`src/rtl/mem_pkg.sv`:
```
// mem_pkg: shared types and constants for the parametrised memory controller.
//   state_t   - controller FSM state (CLEAR sweep, READY for requests)
//   MIN_LAT   - smallest supported read latency
//   MAX_LAT   - largest supported read latency
//   lat_ok()  - elaboration-time legality check for READ_LATENCY
package mem_pkg;

    typedef enum logic [0:0] {
        CLEAR = 1'b0,
        READY = 1'b1
    } state_t;

    localparam int unsigned MIN_LAT = 1;
    localparam int unsigned MAX_LAT = 4;

    function automatic bit lat_ok(int unsigned lat);
        return (lat >= MIN_LAT) && (lat <= MAX_LAT);
    endfunction

endpackage

```
`src/rtl/memory_ctrl_param_if.sv`:
```
// memory_ctrl_param_if: request/response bus between the CPU side and the memory controller.
//   Requester -> memory : sel, rd, wr, ld_ir, address, wdata
//   Memory -> requester : ready, rdata, rvalid, ir_out, ir_valid
//   master modport is the CPU side, slave modport is the memory controller.
interface memory_ctrl_param_if #(
    parameter int unsigned DATA_WIDTH = 8,
    parameter int unsigned ADDR_WIDTH = 5
);

    logic                  sel;
    logic                  rd;
    logic                  wr;
    logic                  ld_ir;
    logic [ADDR_WIDTH-1:0] address;
    logic [DATA_WIDTH-1:0] wdata;
    logic                  ready;
    logic [DATA_WIDTH-1:0] rdata;
    logic                  rvalid;
    logic [DATA_WIDTH-1:0] ir_out;
    logic                  ir_valid;

    modport master (
        output sel, rd, wr, ld_ir, address, wdata,
        input  ready, rdata, rvalid, ir_out, ir_valid
    );

    modport slave (
        input  sel, rd, wr, ld_ir, address, wdata,
        output ready, rdata, rvalid, ir_out, ir_valid
    );

endinterface

```
`src/rtl/mem_rd_pipe.sv`:
```
// mem_rd_pipe: DEPTH-stage shift register carrying {valid, fetch tag, data} of accepted reads.
//   clk       in   system clock
//   rst       in   synchronous active-low reset, clears every stage
//   in_valid  in   a read was accepted this edge
//   in_tag    in   the accepted read is an instruction fetch
//   in_data   in   array word captured at acceptance
//   out_valid out  read completes this cycle
//   out_tag   out  completing read is a fetch
//   out_data  out  completing read data
module mem_rd_pipe #(
    parameter int unsigned DATA_WIDTH = 8,
    parameter int unsigned DEPTH      = 1
) (
    input  logic                  clk,
    input  logic                  rst,
    input  logic                  in_valid,
    input  logic                  in_tag,
    input  logic [DATA_WIDTH-1:0] in_data,
    output logic                  out_valid,
    output logic                  out_tag,
    output logic [DATA_WIDTH-1:0] out_data
);

    logic                  valid_q [DEPTH];
    logic                  tag_q   [DEPTH];
    logic [DATA_WIDTH-1:0] data_q  [DEPTH];

    always_ff @(posedge clk) begin
        if (!rst) begin
            for (int i = 0; i < int'(DEPTH); i++) begin
                valid_q[i] <= 1'b0;
                tag_q[i]   <= 1'b0;
                data_q[i]  <= '0;
            end
        end else begin
            valid_q[0] <= in_valid;
            tag_q[0]   <= in_tag;
            data_q[0]  <= in_data;
            for (int i = 1; i < int'(DEPTH); i++) begin
                valid_q[i] <= valid_q[i-1];
                tag_q[i]   <= tag_q[i-1];
                data_q[i]  <= data_q[i-1];
            end
        end
    end

    assign out_valid = valid_q[DEPTH-1];
    assign out_tag   = tag_q[DEPTH-1];
    assign out_data  = data_q[DEPTH-1];

endmodule

```
`src/rtl/memory_ctrl_param.sv`:
```
// memory_ctrl_param: parametrised single-port word memory with ready/valid requests,
// pipelined reads, post-reset zero sweep and instruction-register capture.
//   clk  in   system clock, rising edge
//   rst  in   synchronous active-low reset
//   bus  slave side of memory_ctrl_param_if (sel/rd/wr/ld_ir/address/wdata in;
//        ready/rdata/rvalid/ir_out/ir_valid out)
module memory_ctrl_param
    import mem_pkg::*;
#(
    parameter int unsigned DATA_WIDTH     = 8,
    parameter int unsigned ADDR_WIDTH     = 5,
    parameter int unsigned READ_LATENCY   = 1,
    parameter bit          CLEAR_ON_RESET = 1'b1
) (
    input logic                clk,
    input logic                rst,
    memory_ctrl_param_if.slave bus
);

    localparam int unsigned MEM_DEPTH = 2 ** ADDR_WIDTH;

    if (!lat_ok(READ_LATENCY)) begin : g_bad_latency
        $error("memory_ctrl_param: READ_LATENCY must lie in 1..4");
    end

    state_t                state_q, state_d;
    logic [ADDR_WIDTH-1:0] clr_addr_q, clr_addr_d;
    logic [DATA_WIDTH-1:0] mem [MEM_DEPTH];
    logic [DATA_WIDTH-1:0] rdata_q, ir_q;
    logic                  ready, accept, do_read, do_write;
    logic                  pipe_valid, pipe_tag;
    logic [DATA_WIDTH-1:0] pipe_data;

    always_ff @(posedge clk) begin
        if (!rst) begin
            state_q    <= CLEAR_ON_RESET ? CLEAR : READY;
            clr_addr_q <= '0;
        end else begin
            state_q    <= state_d;
            clr_addr_q <= clr_addr_d;
        end
    end

    always_comb begin
        state_d    = state_q;
        clr_addr_d = clr_addr_q;
        unique case (state_q)
            CLEAR: begin
                clr_addr_d = clr_addr_q + 1'b1;
                if (clr_addr_q == '1) begin
                    state_d = READY;
                end
            end
            READY: begin
                clr_addr_d = clr_addr_q;
            end
            default: state_d = CLEAR;
        endcase
    end

    assign ready    = (state_q == READY);
    assign accept   = ready & bus.sel & (bus.rd | bus.wr);
    // Array is never modified on an edge where reset is asserted.
    assign do_write = rst & accept & bus.wr;
    assign do_read  = accept & bus.rd;

    always_ff @(posedge clk) begin
        if (rst) begin
            if (state_q == CLEAR) begin
                mem[clr_addr_q] <= '0;
            end else if (do_write) begin
                mem[bus.address] <= bus.wdata;
            end
        end
    end

    // The word enters the pipe at the accepting edge, so a same-edge or later write
    // cannot disturb it (read-before-write).
    mem_rd_pipe #(
        .DATA_WIDTH (DATA_WIDTH),
        .DEPTH      (READ_LATENCY)
    ) u_rd_pipe (
        .clk       (clk),
        .rst       (rst),
        .in_valid  (do_read),
        .in_tag    (bus.ld_ir),
        .in_data   (mem[bus.address]),
        .out_valid (pipe_valid),
        .out_tag   (pipe_tag),
        .out_data  (pipe_data)
    );

    // Hold registers keep the last completed read and fetch visible between pulses.
    always_ff @(posedge clk) begin
        if (!rst) begin
            rdata_q <= '0;
            ir_q    <= '0;
        end else begin
            if (pipe_valid) begin
                rdata_q <= pipe_data;
            end
            if (pipe_valid && pipe_tag) begin
                ir_q <= pipe_data;
            end
        end
    end

    always_comb begin
        bus.ready    = ready;
        bus.rvalid   = pipe_valid;
        bus.rdata    = pipe_valid ? pipe_data : rdata_q;
        bus.ir_valid = pipe_valid & pipe_tag;
        bus.ir_out   = (pipe_valid && pipe_tag) ? pipe_data : ir_q;
    end

endmodule

```
`src/flat_wrapper.sv`:
```
// flat-port wrapper written by rule: the top's interface ports become plain ports
module memory_ctrl_param_flat import mem_pkg::*;
#(
    parameter int unsigned DATA_WIDTH     = 8,
    parameter int unsigned ADDR_WIDTH     = 5,
    parameter int unsigned READ_LATENCY   = 1,
    parameter bit          CLEAR_ON_RESET = 1'b1
)
  (clk, rst, bus_sel, bus_rd, bus_wr, bus_ld_ir, bus_address, bus_wdata, bus_ready, bus_rdata, bus_rvalid, bus_ir_out, bus_ir_valid);
  memory_ctrl_param_if #(.DATA_WIDTH(DATA_WIDTH), .ADDR_WIDTH(ADDR_WIDTH)) bus_i ();
  input logic clk;
  input logic rst;
  input wire logic [$bits(bus_i.sel)-1:0] bus_sel;
  input wire logic [$bits(bus_i.rd)-1:0] bus_rd;
  input wire logic [$bits(bus_i.wr)-1:0] bus_wr;
  input wire logic [$bits(bus_i.ld_ir)-1:0] bus_ld_ir;
  input wire logic [$bits(bus_i.address)-1:0] bus_address;
  input wire logic [$bits(bus_i.wdata)-1:0] bus_wdata;
  output wire logic [$bits(bus_i.ready)-1:0] bus_ready;
  output wire logic [$bits(bus_i.rdata)-1:0] bus_rdata;
  output wire logic [$bits(bus_i.rvalid)-1:0] bus_rvalid;
  output wire logic [$bits(bus_i.ir_out)-1:0] bus_ir_out;
  output wire logic [$bits(bus_i.ir_valid)-1:0] bus_ir_valid;
  assign bus_i.sel = bus_sel;
  assign bus_i.rd = bus_rd;
  assign bus_i.wr = bus_wr;
  assign bus_i.ld_ir = bus_ld_ir;
  assign bus_i.address = bus_address;
  assign bus_i.wdata = bus_wdata;
  assign bus_ready = bus_i.ready;
  assign bus_rdata = bus_i.rdata;
  assign bus_rvalid = bus_i.rvalid;
  assign bus_ir_out = bus_i.ir_out;
  assign bus_ir_valid = bus_i.ir_valid;
  memory_ctrl_param #(.DATA_WIDTH(DATA_WIDTH), .ADDR_WIDTH(ADDR_WIDTH), .READ_LATENCY(READ_LATENCY), .CLEAR_ON_RESET(CLEAR_ON_RESET)) u_core (.clk(clk), .rst(rst), .bus(bus_i));
endmodule
```
`config.mk`:
```
export PLATFORM = sky130hd
export DESIGN_NAME = memory_ctrl_param_flat
export DESIGN_NICKNAME = d
export VERILOG_FILES = /design/src/rtl/mem_pkg.sv /design/src/rtl/memory_ctrl_param_if.sv /design/src/rtl/mem_rd_pipe.sv /design/src/rtl/memory_ctrl_param.sv /design/src/flat_wrapper.sv
export SDC_FILE = /design/constraint.sdc
export NUM_CORES = 1
export LEC_CHECK = 0
export BUFFER_PORTS_ARGS = -buffer_cell sky130_fd_sc_hd__buf_2
export CORE_MARGIN = 1.5
export CORE_UTILIZATION = 25
export DETAILED_ROUTE_END_ITERATION = 7
export REMOVE_ABC_BUFFERS = 1
export SLEW_MARGIN = 20
export SYNTH_ARGS = -nofsm -noshare
export SYNTH_HDL_FRONTEND = slang
export SYNTH_SLANG_ARGS = --single-unit
```
`constraint.sdc`:
```
create_clock -name clk -period 2.55 [get_ports clk]
set_input_delay 0.6375 -clock clk [delete_from_list [all_inputs] [get_ports clk]]
set_output_delay 0.6375 -clock clk [all_outputs]
set_load 0.02 [all_outputs]
```
==> metrics.cfg, run 1 <==
[drt]
drc_errors=0
vias_per_cell=4.451
wirelength_microns=25410
firstDrtPassIters=7
wire_per_inst_microns=19.44
vias=5817
drtIter0Drc=447
ant_nets=0

[clocking]
hold_buffers=0
cts_root_buf=clkbuf_16
cts_sinks=288
clkTransAtPathRegs_ps=60
cts_tree=built
clkLatencyLatePin_ps=560
htree_num_levels=1
cts-root-to-sink-buffers=3
numCtsBuffers=30
cts_resized=0
post_cts_buffers=0

[timing]
hold_viol=0
rsz0062_at_grt=false
maxSlewViolCount=0
min_period_over_period_pct=93.12
fmax_mhz=421.1
worstMarginPinSlew_ps=697.7
setup-violations-final=0
slew_headroom_pct=53.48
postLayoutSetupSlackWorst_ps=175.4
holdWs_ps=292.7
period_needed_ps=2375
fin_skew_ps=13.38

[layout]
num_antenna_cells=0
n_fill_cell=4384
fin_cells=1307
area_delta_synth_final_pct=18.18
final_area_sq_um=13690
fin_util_pct=30.04
drive_above_1_share_pct=26.87
layout.nets=705

[yosys]
syn_avg_cell_area_sq_um=19.74
synth_top_area_share_pct=66.36
syn_inst=587
synth_seq_cells=288
yosys-top-cells-area=edfxtp_1, mux4_1, dfxtp_1
synth_edf_count=256
yosysTopAreaCell=edfxtp_1
yosysWarnings=0
seq_area_frac_synth_pct=71.89
synth_area_sq_um=11580
synth_cell_types=42
synth_flop_cell=edfxtp_1
synthArstFlopShare_pct=0

[global_routing]
overflow=0
track_usage_pct=10.56
grt_max_degree=33
antenna_found_initial=2
grt_pass1_wl_microns=37760
grt_pass1_vias=5889

[placed_design]
dp_cells=1252
place_congestion=0.7667
place_ws_ps=-11.31
placed_cell_area_sq_um=12730
numPortBuffers=37
hpwl_microns=16150

[floorplan]
fp.dieW_microns=218.3
core_sq_um=45580
row_count=78
die_h_microns=218.3
start_util_pct=25.42
die-area_sq_um=47640
num_io_pins=38

[power_and_ir_drop]
vdd_drop_max_mv=0.4715
leakage_nw=5.001
powerDensity_nw_per_um2=707.6

[critical_path]
critPathCaptureType=primary output
crit_chain=nand2_1 > mux2_2 > buf_2
worstPathArrival_ps=1740
critPathLaunchType=flip-flop
required_ps=1910
slowest_delay_ps=400
path_max_fanout=9
cp_slowest_cell=mux2_2
path_class=reg -> out

[run]
cap_violations=0

[min_path]
hold_path_class=in -> reg

[status]
status=finished clean

layout by cell type (no fill, tap or decap), types with 23 or more instances in the layout:
cell       synthesis  routed
edfxtp_1         256     256
buf_4              1      57
mux2_2            34      34
clkbuf_16          0      30
mux4_1            46      46
and2_1            29      26
dfxtp_1           32      32
nor2_1            38      38
buf_2              6      36
mux2i_1           23      23
cells in the mapped netlist (2+ instances only):
cell,n
nand4_1,2
o21ai_0,2
mux4_1,46
nand2_1,16
clkdlybuf4s25_2,2
mux2i_1,23
edfxtp_1,256
clkbuf_1,6
clkbuf_8,7
ha_1,2
nand2b_1,7
or2_2,2
and4_1,2
nor2_1,38
mux2_2,34
xnor2_1,3
buf_6,5
a221oi_1,6
buf_8,2
and2_1,29
mux4_2,10
a31oi_1,8
dfxtp_1,32
buf_2,6
nor2b_1,4
a22oi_1,8
o21ai_1,5
o2111ai_1,2
o221ai_1,8
buf_12,2
area by class of cell:
class                           count  area [sq um]  area share [%]
Sequential cell                   288          8328           60.83
Clock buffer                       36         773.2           5.648
Timing Repair Buffer               98         708.2           5.173
Tap cell                          600         750.7           5.483
Clock inverter                     19         183.9           1.343
Inverter                            2         7.507         0.05483
Multi-Input combinational cell    264          2939           21.47
per-stage QoR:
stage	power [W]	setup TNS [ps]
after global placement	0.005563	0
after CTS	0.009796	0
after floorplan	0.005369	0
final	0.009687	0
after detailed placement	0.005566	-11.31
after global routing	0.009987	0
final timing paths:
path / start / to / slack (ps) / cells after the start
max reg2reg: u_core.bus.ready / u_core.mem[10][1] / 500 / 6
min reg2reg: u_core.ir_q[0] / u_core.ir_q[0] / 580 / 2
max: u_core.u_rd_pipe.valid_q[0] / bus_ir_out[5] / 180 / 3
min: bus_ld_ir / u_core.u_rd_pipe.tag_q[0] / 290 / 2
report_power, final:
group          internal, W  total, W  leakage, nW  switching, W
combinational     0.000151  0.000338         1.68      0.000187
clock              0.00246   0.00422        0.463       0.00176
sequential         0.00510   0.00512         2.86     0.0000217
worst max-delay path, delay by kind of cell (launching register included):
kind | cells | cell delay, ps
muxes | 1 | 400
and+or+nand+nor | 1 | 320
DFF | 1 | 310
buffers and inverters | 1 | 160
cell families after synthesis:
family,synth area share (%)
simple gates,4.569
compound gates,2.657
flops,71.89
fa+ha+maj,0.2160
mux,17.67
xor+xnor,0.2268
buf+inv,2.776
sequential cells by signal, indices dropped and copies added (netlist names):
signal,cells
u_core.bus.ready,1
u_core.u_rd_pipe.data_q,8
u_core.u_rd_pipe.tag_q,1
u_core.rdata_q,8
u_core.u_rd_pipe.valid_q,1
u_core.mem,256
u_core.ir_q,8
u_core.clr_addr_q,5
layer usage:
layer  global-route usage, %  up-vias  part of all wire (%)
met1                   14.69     2984                    45
met3                   2.088       45                   6.2
met2                   16.77      181                    46
li1                        -     2603                     -
met5                       0        -                 0.067
met4                   2.828        4                   2.3
Power figures use the tool's default switching activity.
==> inputs of run 2 (changes only) <==
--- a/config.mk
+++ b/config.mk
@@ -7,7 +7,7 @@
 export LEC_CHECK = 0
 export BUFFER_PORTS_ARGS = -buffer_cell sky130_fd_sc_hd__buf_2
 export CORE_MARGIN = 1.5
-export CORE_UTILIZATION = 25
+export CORE_UTILIZATION = 36
 export DETAILED_ROUTE_END_ITERATION = 7
 export REMOVE_ABC_BUFFERS = 1
 export SLEW_MARGIN = 20
==> constraint.sdc (replaced) <==
create_clock -name clk -period 2.66 [get_ports clk]
set_input_delay 0.665 -clock clk [delete_from_list [all_inputs] [get_ports clk]]
set_output_delay 0.665 -clock clk [all_outputs]
set_load 0.02 [all_outputs]
==> metrics.cfg, run 2 (same netlist as run 1, synthesis figures left out) <==
[status]
status=finished clean

[global_routing]
grt_pass1_wl_microns=36000
grt_pass1_vias=5883
overflow=0
grt_max_degree=37
track_usage_pct=14.42
antenna_found_initial=0

[drt]
drc_errors=0
vias=5711
firstDrtPassIters=5
vias_per_cell=5.154
wire_per_inst_microns=21.32
drtIter0Drc=506
wirelength_microns=23630
ant_nets=0

[power_and_ir_drop]
power_switching_share_pct=19.55
vdd_drop_max_mv=0.4264
power.internal_w=0.007528
power.net_switching_w=0.001830
leakage_nw=5.006
power_w=0.009357
powerDensity_nw_per_um2=695.0
seqPwrFrac_pct=52.5
power.share.clock_pct=44.2
p_comb_share_pct=3.3

[critical_path]
reg2reg_setup_slack_ps=660
cp.buffers_inverters=2
rr_endpoint=u_core.mem[26][0]
crit_chain=buf_4 > nand2_1 > mux2_2 > buf_2
cp_slowest_cell=mux2_2
worstPathArrival_ps=1890
reg2reg_depth=6
required_ps=2000
critPathLaunchType=flip-flop
path_class=reg -> out
critPathCaptureType=primary output
slowest_delay_ps=410
r2r_start=u_core.bus.ready
path_delay_family=multiplexers
path_max_fanout=10

[floorplan]
start_util_pct=36.62
core_sq_um=31640
die_h_microns=182.4
die-area_sq_um=33270
row_count=65
num_io_pins=38
fp.dieW_microns=182.4

[layout]
layout.cells.most_common_list=edfxtp_1, buf_4, mux4_1
layout.nets=704
largest_reg_flops=256
fin_cells=1108
area_delta_synth_final_pct=16.22
final_area_sq_um=13460
max_flop_register=u_core.mem
mostFrequentLayoutCell=edfxtp_1
regArea_sq_um=8328
num_antenna_cells=0
drive_above_1_share_pct=27.48
n_fill_cell=2684
multi_input_area_sq_um=2942

[clocking]
cts_root_buf=clkbuf_16
hold_buffers=0
htree_num_levels=1
numCtsBuffers=30
cts_sinks=288
cts_resized=0
clkTransAtPathRegs_ps=60
cts-root-to-sink-buffers=3
post_cts_buffers=0
clkLatencyLatePin_ps=550
cts_tree=built

[timing]
holdWs_ps=337.5
fmax_mhz=391.6
maxSlewViolCount=0
period_needed_ps=2553
slew_headroom_pct=52.07
hold_viol=0
setup-violations-final=0
min_period_over_period_pct=95.99
worstMarginPinSlew_ps=719.0
fin_skew_ps=12.35
rsz0062_at_grt=false

[min_path]
hold_end=u_core.u_rd_pipe.tag_q[0]
min_path_cells=2
hp-start=bus_ld_ir
hold_path_class=in -> reg

[placed_design]
place_congestion=0.8137
placed_cell_area_sq_um=12470
numPortBuffers=37
dp_cells=1053
hpwl_microns=15450

[run]
cap_violations=0

run 2: cell count changes in the layout (fill, tap and decap cells not counted), sizes merged:
cell and change:
clkbuf +4, clkinv -4, buf -1, clkinvlp +1, inv -1
run 2: power groups by stage:
stage          combinational [W]  sequential (W)  clock [W]
2_1_floorplan           0.000150         0.00500          0
3_3_place_gp            0.000310         0.00500          0
3_5_place_dp            0.000315         0.00500          0
4_1_cts                 0.000317         0.00491    0.00422
5_1_grt                 0.000334         0.00491    0.00440
6_report                0.000313         0.00491    0.00413
run 2: cell type report:
cell class / instances / share of cell area, %
sequential: 288 / 61.85
clock buffer: 40 / 6.235
clock inverter: 15 / 1.162
tap: 402 / 3.736
inverter: 2 / 0.05576
timing repair buffer: 97 / 5.111
multi-input combinational: 264 / 21.85
run 2: stage by stage:
step	setup WS (ps)	TNS, ps	utilization [%]
2_1_floorplan	269.8	0	-
3_3_place_gp	-28.19	-75.84	39.39
3_5_place_dp	-3.026	-3.026	39.41
4_1_cts	46.91	0	42.55
5_1_grt	7.134	0	42.56
6_report	106.6	0	42.56
run 2: metal layers:
layer / vias up / track usage, % / part of all wire, %
li1: 2590 / - / -
met1: 2929 / 19.96 / 45
met2: 152 / 23.83 / 48
met3: 40 / 2.155 / 4.5
met4: 0 / 3.967 / 2.1
met5: - / 0 / 0
run 2: how the worst max path moves through the flow:
stage                                           start                       endpoint  cells after the start
after global routing      u_core.u_rd_pipe.valid_q[0]                  bus_ir_out[3]                      4
after CTS                 u_core.u_rd_pipe.valid_q[0]                  bus_ir_out[3]                      4
after detailed placement               bus_address[0]  u_core.u_rd_pipe.data_q[0][7]                      6
after global placement                 bus_address[0]  u_core.u_rd_pipe.data_q[0][0]                      6
final                     u_core.u_rd_pipe.valid_q[0]                  bus_ir_out[3]                      4
after floorplan                      u_core.bus.ready               u_core.mem[0][0]                      4
==> inputs of run 3 (changes only) <==
--- a/config.mk
+++ b/config.mk
@@ -5,7 +5,7 @@
 export SDC_FILE = /design/constraint.sdc
 export NUM_CORES = 1
 export LEC_CHECK = 0
-export BUFFER_PORTS_ARGS = -buffer_cell sky130_fd_sc_hd__buf_2
+export BUFFER_PORTS_ARGS = -buffer_cell sky130_fd_sc_hd__buf_4
 export CORE_MARGIN = 1.5
 export CORE_UTILIZATION = 36
 export DETAILED_ROUTE_END_ITERATION = 7
==> metrics.cfg, run 3 (same netlist as run 1, synthesis figures left out) <==
[status]
status=finished clean

[critical_path]
crit_chain=nand2_1 > mux2_2 > buf_4
cp_slowest_cell=mux2_2
slowest_delay_ps=400
critPathCaptureType=primary output
cp.buffers_inverters=1
path_delay_family=multiplexers
required_ps=2000
rr_endpoint=u_core.mem[31][3]
worstPathArrival_ps=1710
path_class=reg -> out
reg2reg_depth=5
critPathLaunchType=flip-flop
path_max_fanout=9
reg2reg_setup_slack_ps=390
r2r_start=u_core.bus.ready

[power_and_ir_drop]
vdd_drop_max_mv=0.5622
power.internal_w=0.007332
powerDensity_nw_per_um2=676.3
power_switching_share_pct=19.56
power.share.clock_pct=42.5
power.net_switching_w=0.001783
seqPwrFrac_pct=53.9
p_comb_share_pct=3.6
leakage_nw=4.984

[timing]
period_needed_ps=2374
min_period_over_period_pct=89.27
hold_viol=0
rsz0062_at_grt=false
worstMarginPinSlew_ps=747.2
maxSlewViolCount=0
slew_headroom_pct=50.00
fin_skew_ps=12.81
fmax_mhz=421.1
tns_ps=0
setup-violations-final=0

[run]
cap_violations=0

[min_path]
hold_end=u_core.u_rd_pipe.tag_q[0]
hold_path_class=in -> reg
hp-start=bus_ld_ir
min_path_cells=2

[layout]
layout.cells.most_common_list=edfxtp_1, buf_4, mux4_1
area_delta_synth_final_pct=16.33
final_area_sq_um=13480
fin_util_pct=42.60
layout.nets=705
num_antenna_cells=0
multi_input_area_sq_um=2939
max_flop_register=u_core.mem
fin_cells=1107
drive_above_1_share_pct=26.67
mostFrequentLayoutCell=edfxtp_1
largest_reg_flops=256
n_fill_cell=2709
regArea_sq_um=8328

[floorplan]
die-area_sq_um=33270
fp.dieW_microns=182.4
row_count=65
num_io_pins=38
start_util_pct=36.62
core_sq_um=31640
die_h_microns=182.4

[clocking]
cts_tree=built
clkTransAtPathRegs_ps=60
cts-root-to-sink-buffers=3
numCtsBuffers=29
htree_num_levels=1
cts_resized=0
cts_root_buf=clkbuf_16
post_cts_buffers=0
cts_sinks=288
hold_buffers=0
clkLatencyLatePin_ps=540

[placed_design]
placed_cell_area_sq_um=12570
dp_cells=1055
place_congestion=0.8480
numPortBuffers=37
hpwl_microns=16170

[global_routing]
grt_pass1_vias=6093
grt_pass1_wl_microns=37100
overflow=0
grt_max_degree=34
antenna_found_initial=0
track_usage_pct=14.94

[drt]
drtIter0Drc=374
ant_nets=0
vias=5711
firstDrtPassIters=5
drc_errors=0
wirelength_microns=24590
wire_per_inst_microns=22.21
vias_per_cell=5.159

-- run 3: cell types whose count changed in the layout (fill, tap and decap cells not counted), moves of 2 or more --
| cell | before | now |
|---|---|---|
| clkbuf_8 | 3 | 0 |
| buf_2 | 36 | 0 |
| and2_1 | 24 | 26 |
| clkinvlp_4 | 3 | 1 |
| and2_2 | 5 | 3 |
| buf_4 | 57 | 95 |
| clkbuf_1 | 6 | 8 |
| clkbuf_16 | 31 | 29 |
-- run 3: routing by layer --
metal | GRT usage (%) | wire length (microns) | up-vias
met5 | 0 | 0 | -
met4 | 4.529 | 632 | 0
met3 | 2.095 | 1185 | 33
met2 | 24.81 | 11720 | 162
met1 | 20.49 | 11050 | 2918
li1 | - | - | 2598
-- run 3: worst reg2reg max path, cell delays in order (launching register included) --
cell     delay (ps)
dfxtp_1         400
buf_4           210
nand4_1         280
mux2i_1         280
nand2_1         140
nor2_1          580
-- run 3: final cells by class --
class / count / share of cell area (%)
clock buffer: 37 / 5.608
clock inverter: 15 / 1.114
inverter: 2 / 0.05571
multi-input combinational: 264 / 21.81
sequential: 288 / 61.80
tap: 402 / 3.732
timing repair buffer: 99 / 5.886
-- run 3: per-stage QoR --
step	setup slack, ps	hold WS, ps	power, W
floorplan	269.8	543.4	0.005147
global placement	43.34	566.2	0.005328
detailed placement	18.53	578.4	0.005337
CTS	235.2	328.1	0.009207
global route	169.8	341.4	0.009418
finish	285.5	350.8	0.009115
-- run 3: how the worst max path moves through the flow --
stage | to | cells after the start | slack (ps) | start
after global placement | u_core.u_rd_pipe.data_q[0][1] | 7 | 40 | bus_address[0]
after global routing | u_core.mem[11][6] | 6 | 170 | u_core.bus.ready
final | bus_ir_out[5] | 3 | 290 | u_core.u_rd_pipe.valid_q[0]
after detailed placement | u_core.u_rd_pipe.data_q[0][3] | 7 | 20 | bus_address[0]
after floorplan | u_core.mem[0][0] | 4 | 270 | u_core.bus.ready
after CTS | bus_ir_out[5] | 3 | 240 | u_core.u_rd_pipe.valid_q[0]
-- run 3: power by group through the flow --
stage	Sequential, W	Clock [W]	Combinational, W
floorplan	0.00500	0	0.000150
global placement	0.00500	0	0.000324
detailed placement	0.00501	0	0.000330
CTS	0.00491	0.00397	0.000331
global route	0.00491	0.00416	0.000348
finish	0.00491	0.00388	0.000327
